==> config.mk <==
export PLATFORM = sky130hd
export DESIGN_NAME = dmem_arbiter
export DESIGN_NICKNAME = d
export VERILOG_FILES = /design/src/rtl/dmem_pkg.sv /design/src/rtl/dmem_arb_port_rsp.sv /design/src/rtl/dmem_arbiter.sv
export SDC_FILE = /design/constraint.sdc
export NUM_CORES = 1
export LEC_CHECK = 0
export CORE_UTILIZATION = 41
export CTS_CLUSTER_SIZE = 25
export DETAILED_ROUTE_END_ITERATION = 8
export PLACE_DENSITY = 0.93
export SLEW_MARGIN = 25
export SYNTH_ARGS = -nofsm -noshare
export SYNTH_HDL_FRONTEND = slang
export SYNTH_HIERARCHICAL = 1
export SYNTH_SLANG_ARGS = --single-unit
==> constraint.sdc <==
create_clock -name clk -period 6.2 [get_ports clk]
set_clock_uncertainty 0.05 [all_clocks]
set_input_delay 1.24 -clock clk [delete_from_list [all_inputs] [get_ports clk]]
set_output_delay 1.24 -clock clk [all_outputs]
set_load 0.01 [all_outputs]
==> src/rtl/dmem_pkg.sv <==
// Shared types and memory geometry for the data-memory arbiter slice.
package dmem_pkg;

    typedef enum logic [1:0] {
        IDLE,
        OWN0,
        OWN1
    } owner_e;

    localparam int DMEM_DEPTH = 256;
    localparam int DMEM_DW    = 32;

endpackage

==> src/rtl/dmem_arb_port_rsp.sv <==
// Per-port read response register: captures memory read data at a read grant
// and raises rvalid for the following cycle only.
module dmem_arb_port_rsp
    import dmem_pkg::*;
(
    input  logic               clk,
    input  logic               rst,
    input  logic               gnt,
    input  logic               we,
    input  logic [DMEM_DW-1:0] mem_rd,
    output logic               rvalid,
    output logic [DMEM_DW-1:0] rdata
);

    logic               rvalid_q, rvalid_d;
    logic [DMEM_DW-1:0] rdata_q, rdata_d;

    always_comb begin
        rvalid_d = gnt & ~we;
        rdata_d  = (gnt & ~we) ? mem_rd : rdata_q;
    end

    always_ff @(posedge clk or negedge rst) begin
        if (!rst) begin
            rvalid_q <= 1'b0;
            rdata_q  <= '0;
        end else begin
            rvalid_q <= rvalid_d;
            rdata_q  <= rdata_d;
        end
    end

    assign rvalid = rvalid_q;
    assign rdata  = rdata_q;

endmodule

==> src/rtl/dmem_arbiter.sv <==
// Two-port round-robin arbiter with bounded bus lock in front of the 256x32 data memory.
// Define DMEM_ARB_STATS_EN to add saturating grant/wait statistics outputs.
module dmem_arbiter
    import dmem_pkg::*;
#(
    parameter int AW       = 8,
    parameter int MAX_HOLD = 8
`ifdef DMEM_ARB_STATS_EN
    ,
    parameter int CW       = 16
`endif
) (
    input  logic               clk,
    input  logic               rst,
    input  logic               r0_req,
    input  logic               r0_we,
    input  logic               r0_lock,
    input  logic [AW-1:0]      r0_addr,
    input  logic [DMEM_DW-1:0] r0_wdata,
    output logic               r0_gnt,
    output logic               r0_rvalid,
    output logic [DMEM_DW-1:0] r0_rdata,
    input  logic               r1_req,
    input  logic               r1_we,
    input  logic               r1_lock,
    input  logic [AW-1:0]      r1_addr,
    input  logic [DMEM_DW-1:0] r1_wdata,
    output logic               r1_gnt,
    output logic               r1_rvalid,
    output logic [DMEM_DW-1:0] r1_rdata,
    output logic               mem_we,
    output logic [31:0]        mem_addr,
    output logic [DMEM_DW-1:0] mem_wd,
    input  logic [DMEM_DW-1:0] mem_rd
`ifdef DMEM_ARB_STATS_EN
    ,
    output logic [CW-1:0]      stat_gnt0,
    output logic [CW-1:0]      stat_gnt1,
    output logic [CW-1:0]      stat_wait1
`endif
);

    localparam int HW = $clog2(MAX_HOLD + 1);

    owner_e        owner_q, owner_d;
    logic          rr_ptr_q, rr_ptr_d;
    logic [HW-1:0] hold_cnt_q, hold_cnt_d;

    logic          grant;
    logic          gsel;
    logic          g_lock;
    logic          other_req;
    logic [HW-1:0] cnt_base;
    logic [HW-1:0] cnt_inc;

    always_comb begin
        grant = 1'b0;
        gsel  = 1'b0;
        case (owner_q)
            OWN0: begin
                grant = r0_req;
                gsel  = 1'b0;
            end
            OWN1: begin
                grant = r1_req;
                gsel  = 1'b1;
            end
            default: begin
                grant = r0_req | r1_req;
                gsel  = (r0_req & r1_req) ? rr_ptr_q : r1_req;
            end
        endcase
    end

    // The grant that opens a lock counts toward MAX_HOLD, so a locked port
    // gets at most MAX_HOLD consecutive grants while the other port waits.
    always_comb begin
        owner_d    = owner_q;
        rr_ptr_d   = rr_ptr_q;
        hold_cnt_d = hold_cnt_q;
        g_lock     = gsel ? r1_lock : r0_lock;
        other_req  = gsel ? r0_req : r1_req;
        cnt_base   = (owner_q == IDLE) ? '0 : hold_cnt_q;
        cnt_inc    = other_req ? cnt_base + HW'(1) : '0;
        if (grant) begin
            rr_ptr_d = ~gsel;
            if (g_lock && (cnt_inc < HW'(MAX_HOLD))) begin
                owner_d    = gsel ? OWN1 : OWN0;
                hold_cnt_d = cnt_inc;
            end else begin
                owner_d    = IDLE;
                hold_cnt_d = '0;
            end
        end else begin
            owner_d    = IDLE;
            hold_cnt_d = '0;
        end
    end

    always_ff @(posedge clk or negedge rst) begin
        if (!rst) begin
            owner_q    <= IDLE;
            rr_ptr_q   <= 1'b0;
            hold_cnt_q <= '0;
        end else begin
            owner_q    <= owner_d;
            rr_ptr_q   <= rr_ptr_d;
            hold_cnt_q <= hold_cnt_d;
        end
    end

    // Grants are gated by rst so an asserted reset suppresses any access at once.
    assign r0_gnt   = rst & grant & ~gsel;
    assign r1_gnt   = rst & grant & gsel;
    assign mem_we   = (r0_gnt & r0_we) | (r1_gnt & r1_we);
    assign mem_addr = r1_gnt ? 32'(r1_addr) : (r0_gnt ? 32'(r0_addr) : '0);
    assign mem_wd   = r1_gnt ? r1_wdata : (r0_gnt ? r0_wdata : '0);

    dmem_arb_port_rsp u_rsp0 (
        .clk    (clk),
        .rst    (rst),
        .gnt    (r0_gnt),
        .we     (r0_we),
        .mem_rd (mem_rd),
        .rvalid (r0_rvalid),
        .rdata  (r0_rdata)
    );

    dmem_arb_port_rsp u_rsp1 (
        .clk    (clk),
        .rst    (rst),
        .gnt    (r1_gnt),
        .we     (r1_we),
        .mem_rd (mem_rd),
        .rvalid (r1_rvalid),
        .rdata  (r1_rdata)
    );

`ifdef DMEM_ARB_STATS_EN
    logic [CW-1:0] stat_gnt0_q, stat_gnt0_d;
    logic [CW-1:0] stat_gnt1_q, stat_gnt1_d;
    logic [CW-1:0] stat_wait1_q, stat_wait1_d;

    always_comb begin
        stat_gnt0_d  = (r0_gnt && (stat_gnt0_q != '1)) ? stat_gnt0_q + 1'b1 : stat_gnt0_q;
        stat_gnt1_d  = (r1_gnt && (stat_gnt1_q != '1)) ? stat_gnt1_q + 1'b1 : stat_gnt1_q;
        stat_wait1_d = (r1_req && !r1_gnt && (stat_wait1_q != '1))
                       ? stat_wait1_q + 1'b1 : stat_wait1_q;
    end

    always_ff @(posedge clk or negedge rst) begin
        if (!rst) begin
            stat_gnt0_q  <= '0;
            stat_gnt1_q  <= '0;
            stat_wait1_q <= '0;
        end else begin
            stat_gnt0_q  <= stat_gnt0_d;
            stat_gnt1_q  <= stat_gnt1_d;
            stat_wait1_q <= stat_wait1_d;
        end
    end

    assign stat_gnt0  = stat_gnt0_q;
    assign stat_gnt1  = stat_gnt1_q;
    assign stat_wait1 = stat_wait1_q;
`endif

endmodule

# After elaboration in Yosys (flattened, before gate mapping)
# Cells that the tools add are included.
# op_classes
n_addsub	1
n_lt_le_gt_ge	1
n_eq_ne	2
mux	16
bitwise_logic	13
n_reduce_logical	2
# ops
op	count
32-bit 2-to-1 mux	2
4-bit 2-to-1 mux	4
8-bit 2-to-1 mux	2
1-bit bitwise AND	8
2-bit 2-to-1 mux	3
4-bit by 1-bit adder with 4-bit output (second input constant)	1
4-bit less-than comparator (second input constant)	1
1-bit case mux with 2 select lines	2
1-bit 2-to-1 mux	3
1-bit inverter	3
2-bit by 1-bit == test with 1-bit output (second input constant)	1
2-bit == test (second input constant)	1
2-bit zero test	1
1-bit bitwise OR	2
1-bit logical AND	1
# word_totals
ff_bits	73
input_bits	120
output_inout_bits	133
wordCells	42

# Longest topological paths before layout
# Gate-level depths: netlist of run 1.
# depth
word_depth	9
mapped_depth	11
ltp_nobuf	7

# Modules after synthesis
# Netlist of run 1, hierarchy kept.
# modules_own_cells
module	n_inst	cells_per_inst	area_per_inst_um2	seq_area_each_um2
dmem_arb_port_rsp	2	70	1380.1	825.8
dmem_arbiter	1	172	1342.5	175.2

# Worst setup path after synthesis of run 1
# No wires, ideal clock.
# synth_timing
kind	in2out
startpoint	input r0_req
endpoint	output mem_addr[0]
arrival_time_ns	2.125
t_required_ns	4.910
setup_slack_ns	2.785
path_stages	5
path_buffers	1
cell_sequence	and2b_1 > o22ai_4 > buf_2 > a22oi_1 > nor2b_1
# synth_between
elab_chain_cells	7
elab_cells_between_ends	11
classes_between	5 x mux; 6 x bitwise
# synth_rtl
item	line	text
start, declared	dmem_arbiter.sv:15	input logic r0_req,
1-bit bitwise AND	dmem_arbiter.sv:70	gsel = (r0_req & r1_req) ? rr_ptr_q : r1_req;
1-bit 2-to-1 mux	dmem_arbiter.sv:70	
1-bit case mux with 2 select lines	dmem_arbiter.sv:59	case (owner_q)
1-bit inverter	dmem_arbiter.sv:113	assign r0_gnt = rst & grant & ~gsel;
1-bit bitwise AND	dmem_arbiter.sv:113	
8-bit 2-to-1 mux	dmem_arbiter.sv:116	assign mem_addr = r1_gnt ? 32'(r1_addr) : (r0_gnt ? 32'(r0_addr) : '0);
8-bit 2-to-1 mux (*)	dmem_arbiter.sv:116	
end, declared	dmem_arbiter.sv:32	output logic [31:0] mem_addr,
# Every way passes the cells marked *; elsewhere a longest branch is shown, timed or not.

# Final worst setup path of run 1
# layout_timing
startpoint	input r1_req
endpoint	output mem_wd[3]
# layout_between
elab_chain_cells	7
elab_cells_between_ends	11
classes_between	5 x mux; 6 x bitwise
# layout_rtl
item	line	text
start, declared	dmem_arbiter.sv:23	input logic r1_req,
1-bit bitwise AND	dmem_arbiter.sv:70	
1-bit 2-to-1 mux	dmem_arbiter.sv:70	
1-bit case mux with 2 select lines	dmem_arbiter.sv:59	
1-bit inverter	dmem_arbiter.sv:113	
1-bit bitwise AND	dmem_arbiter.sv:113	
32-bit 2-to-1 mux	dmem_arbiter.sv:117	assign mem_wd = r1_gnt ? r1_wdata : (r0_gnt ? r0_wdata : '0);
32-bit 2-to-1 mux (*)	dmem_arbiter.sv:117	
end, declared	dmem_arbiter.sv:33	output logic [DMEM_DW-1:0] mem_wd,
# Marks and branches as above.

==> impl_metrics.toml, run 1 <==
[run_status]
outcome = "finished, final reports clean"

[final_layout]
stdcell_count = 673
layout_commonest_cell = "clkdlybuf4s50_1"
final_cell_area_sq_um = 6510
mostFrequentLayoutCells = "clkdlybuf4s50_1, dfrtp_1, mux2_4"
nFillCells = 713
drive_gt1_share_pct = 17.2
syn_to_final_growth_pct = 58.6
multiInputGateArea_sq_um = 1930
seq_area_sq_um = 1830
n_antenna_cell = 0
final_nets = 659

[critical_path]
crit_family = "buffers and inverters"
start_kind = "input pin"
cp-end-kind = "output pin"
critical_path_buf_inv_count = 2
slowest_delay_ps = 770
path_cells = "clkdlybuf4s50_1 > nand2b_4 > o221a_2 > a22oi_1 > nor2b_1 > clkdlybuf4s50_1"
cpMostUsedCell = "clkdlybuf4s50_1"
worstPathRequired_ps = 4910
critPathArrivalTime_ps = 3650
crit_type = "in2out"
crit_slowest_cell = "o221a_2"
crit_fanout = 43

[sta]
drv_slew = 0
finalSetupViolations = 0
tns_ps = 0
rsz0062_at_grt = "false"
fmax_mhz = 202
hold_ws_ps = 466
finalHoldViolCount = 0
maxSlewHeadroom_pct = 43.5
post-route-period-util_pct = 79.7
worstMarginPinSlew_ps = 848
fin_crit_ps = 4940

[yosys]
synth_cells = 312
synth-main-ff-cell = "dfrtp_1"
synth.area.top_cells = "dfrtp_1, mux2_4, a22oi_1, nor2b_1, buf_4"
synth.top_cell.area_share_pct = 44.5
synth_edf_count = 0
ys_ff_latch = 73
synthesis.area_sq_um = 4100
yosysUniqueCellTypes = 34
ys_seq_area_share_pct = 44.5
yosys.area.top_type = "dfrtp_1"
ys_async_sr_fraction_pct = 100
ys_warn_count = 6
syn_area_per_cell_sq_um = 13.1

[place]
io_buffers = 228
gp_congestion = 0.851
place_area_sq_um = 6250
placed_cells = 656
hpwl_um = 8740

[clock_network]
clock_sinks = 73
post_cts_buffers = 0
h-tree-depth = 3
cts_root_buf = "clkbuf_8"
cts_resized = 0
clkTransAtPathRegs_ps = 80
clkLatencyLatePin_ps = 330
cts_buffers = 9
cts_buffer_depth = 2
holdBufCountCts = 0
cts_tree = "yes"

[pwr]
peakVddDrop_mv = 0.248
p_leak_nw = 2.71
total_power_mw = 2.73
p_per_area_nw_per_um2 = 420

[drt]
wl_per_cell_um = 17.4
wl_um = 11700
drc = 0
ant_nets = 0
vias_per_cell = 4.86
vias = 3268
first_pass_iters = 4
initialDrtViolationCount = 112

[flow_run]
drv_cap = 0

[global_route]
grt_pass1_vias = 3361
grt-ovfl-total = 0
grt_max_degree = 70
grtUsageTotal_pct = 21.7
antenna_found_initial = 0
grt_first_pass_wirelength_um = 17100

[die]
dieArea_sq_um = 10400
die_h_um = 102
row_count = 36
ios = 253
fp.coreArea_sq_um = 9730
initial_utilization_pct = 42.2
die_w_um = 102

[worst_hold_path]
hold_path.class = "reg2reg"
[metal layers]
metal	up-vias	wire length (um)	GRT usage [%]
met5	-	0	0
met3	20	938	6.09
met4	0	205	7.80
met1	1589	4310	23.4
li1	1492	-	-
met2	167	6240	40.4
[logic make-up after synthesis]
logic type | Yosys count | share of synthesized area [%]
DFF | 73 | 44.5
adders and majority gates | 4 | 1.22
AOI/OAI and AO/OA | 51 | 9.73
other | 1 | 0.0914
muxes | 66 | 23.4
and+or+nand+nor | 66 | 10.3
buffers and inverters | 50 | 10.6
xor gates and xnor gates | 1 | 0.214
[stage by stage]
step / worst slack (ps) / util, %
4_1_cts: 1050 / 66.6
5_1_grt: 1080 / 66.9
3_5_place_dp: 1060 / 64.3
6_report: 1260 / 66.9
2_1_floorplan: 2780 / -
3_3_place_gp: 1200 / 64.3
[where the power goes]
group | switching, mW | leakage, nW | total, mW | internal [mW]
logic | 0.555 | 1.71 | 1.48 | 0.922
registers | 0.136 | 0.883 | 0.835 | 0.698
clock network | 0.192 | 0.116 | 0.423 | 0.232
[cell usage after synthesis, types with 3 or more instances]
cell type  count
nor2b_1       46
buf_2          4
mux2_2         6
nand3_1        3
buf_6          7
a22oi_1       39
inv_1          5
buf_4         24
clkbuf_1       4
o21ai_0        3
buf_12         6
nor3_1         3
dfrtp_1       73
ha_1           4
mux2_4        58
[worst paths after layout]
| kind | startpoint | to | slack, ps | depth (start not counted) |
|---|---|---|---|---|
| worst max-delay path | r1_req | mem_wd[3] | 1260 | 6 |
| worst min-delay path | u_rsp0/rdata[28] | u_rsp0/rdata[28] | 470 | 1 |
| worst max register to register | owner_q[0] | u_rsp0/rdata[31] | 2830 | 8 |
| worst min register to register | u_rsp0/rdata[28] | u_rsp0/rdata[28] | 470 | 1 |
| max in group asynchronous | rst | u_rsp0/rdata[19] | 4170 | 2 |
| min in group asynchronous | rst | u_rsp1/rdata[26] | 790 | 1 |
[sequential cells by signal (all words and copies together) (netlist names)]
| register | count |
|---|---|
| owner_q | 2 |
| u_rsp1/rdata | 32 |
| hold_cnt_q | 4 |
| rr_ptr_q | 1 |
| u_rsp1/rvalid | 1 |
| u_rsp0/rdata | 32 |
| u_rsp0/rvalid | 1 |
[area by class of cell]
class,instances,area share (%)
Multi-Input combinational cell,213,29.7
Sequential cell,73,28.1
Tap cell,133,2.56
Inverter,5,0.288
Timing Repair Buffer,233,35.9
Clock inverter,7,1.58
Clock buffer,9,1.90
[worst register-to-register path, cell delays in order, from the launching register on]
cell and delay (ps):
dfrtp_1 360, inv_1 60, ha_1 410, nand2b_4 200, o221a_2 770, and2_1 280, nor2b_4 190, buf_4 500
mux2_2 430
Note: power is estimated with default switching activity, not from simulation.
==> inputs of run 2 (changes only) <==
--- a/config.mk
+++ b/config.mk
@@ -5,10 +5,10 @@
 export SDC_FILE = /design/constraint.sdc
 export NUM_CORES = 1
 export LEC_CHECK = 0
-export CORE_UTILIZATION = 41
+export CORE_UTILIZATION = 38
 export CTS_CLUSTER_SIZE = 25
 export DETAILED_ROUTE_END_ITERATION = 8
-export PLACE_DENSITY = 0.93
+export PLACE_DENSITY = 0.87
 export SLEW_MARGIN = 25
 export SYNTH_ARGS = -nofsm -noshare
 export SYNTH_HDL_FRONTEND = slang
==> constraint.sdc (replaced) <==
create_clock -name clk -period 5 [get_ports clk]
set_clock_uncertainty 0.05 [all_clocks]
set_input_delay 1 -clock clk [delete_from_list [all_inputs] [get_ports clk]]
set_output_delay 1 -clock clk [all_outputs]
set_load 0.01 [all_outputs]
==> impl_metrics.toml, run 2 (same netlist as run 1, synthesis figures left out) <==
[run_status]
outcome = "finished, final reports clean"

[worst_hold_path]
whs_path_depth = 1
min_to = "u_rsp0/rdata[12]"
hold_path.class = "reg2reg"
hold_start = "u_rsp0/rdata[12]"

[final_layout]
nFillCells = 801
seq_area_sq_um = 1830
layout_commonest_cell = "clkdlybuf4s50_1"
utilization_pct = 62.2
drive_gt1_share_pct = 17.5
syn_to_final_growth_pct = 58.0
multiInputGateArea_sq_um = 1930
final_nets = 661
final_cell_area_sq_um = 6480
stdcell_count = 678
mostFrequentLayoutCells = "clkdlybuf4s50_1, dfrtp_1, mux2_4"
n_antenna_cell = 0

[drt]
wl_per_cell_um = 17.2
vias_per_cell = 4.77
drc = 0
ant_nets = 0
first_pass_iters = 4
wl_um = 11700
initialDrtViolationCount = 155
vias = 3234

[place]
gp_congestion = 0.844
place_area_sq_um = 6280
placed_cells = 662
hpwl_um = 8990
io_buffers = 228

[clock_network]
post_cts_buffers = 0
clkTransAtPathRegs_ps = 90
cts_resized = 0
cts_tree = "yes"
holdBufCountCts = 0
h-tree-depth = 3
clkLatencyLatePin_ps = 330
cts_buffers = 9
cts_buffer_depth = 2
cts_root_buf = "clkbuf_8"
clock_sinks = 73

[flow_run]
drv_cap = 0

[die]
die_w_um = 106
row_count = 37
die_h_um = 106
ios = 253
initial_utilization_pct = 39.4
fp.coreArea_sq_um = 10400
dieArea_sq_um = 11200

[critical_path]
crit_family = "buffers and inverters"
path_cells = "clkdlybuf4s50_1 > a21oi_1 > o22ai_4 > buf_4 > a22oi_1 > nor2b_1 > clkdlybuf4s50_1"
crit_fanout = 23
crit_slowest_cell = "clkdlybuf4s50_1"
slowest_delay_ps = 630
rr_endpoint = "u_rsp1/rdata[29]"
cpMostUsedCell = "clkdlybuf4s50_1"
critical_path_buf_inv_count = 3
cp-end-kind = "output pin"
critPathArrivalTime_ps = 3400
start_kind = "input pin"
worstPathRequired_ps = 3950
reg2reg_from = "owner_q[1]"
ff2ff_path_depth = 8
reg2reg_slack_ps = 2000
crit_type = "in2out"

[sta]
hold_ws_ps = 462
maxSlewHeadroom_pct = 41.0
post-route-period-util_pct = 89.0
tns_ps = 0
fmax_mhz = 225
worstMarginPinSlew_ps = 885
fin_crit_ps = 4450
drv_slew = 0
finalSetupViolations = 0
rsz0062_at_grt = "false"
finalHoldViolCount = 0

[global_route]
antenna_found_initial = 0
grt-ovfl-total = 0
grtUsageTotal_pct = 20.9
grt_max_degree = 88
grt_pass1_vias = 3434
grt_first_pass_wirelength_um = 18200

[pwr]
peakVddDrop_mv = 0.314
p_per_area_nw_per_um2 = 510
p_leak_nw = 2.70
[run 2: worst max-delay path by stage]
stage                 from          end  slack, ps  cells after the start
CTS                 r1_req  mem_addr[1]        550                      7
global route        r1_req   mem_wd[26]        410                      7
global placement    r1_req    mem_wd[7]        660                      7
detailed placement  r1_req  mem_addr[1]        550                      7
finish              r1_req   mem_wd[11]        550                      7
floorplan           r0_req  mem_addr[0]       2060                      5
[run 2: per-layer routing]
metal | up-vias | wire length, um | GRT usage, %
li1 | 1497 | - | -
met1 | 1557 | 4420 | 23.9
met2 | 162 | 6190 | 37.2
met3 | 18 | 863 | 6.50
met4 | 0 | 225 | 6.35
met5 | - | 0 | 0
[run 2: power by group]
group	switching, mW	internal, mW
clock network	0.222	0.245
registers	0.165	0.866
logic	0.675	1.13
total	1.06	2.24
[run 2: stage by stage]
stage,setup slack (ps),power [mW]
3_3_place_gp,662,2.80
6_report,549,3.31
4_1_cts,553,3.34
5_1_grt,410,3.50
2_1_floorplan,2060,1.98
3_5_place_dp,551,2.85
[run 2: final cells by class]
cell class	count	share of cell area, %
well taps	136	2.62
repair buffers	235	36.0
inverters	5	0.289
clock inverters	6	1.00
clock buffers	10	2.12
multi-input cells	213	29.8
flip-flops and latches	73	28.2
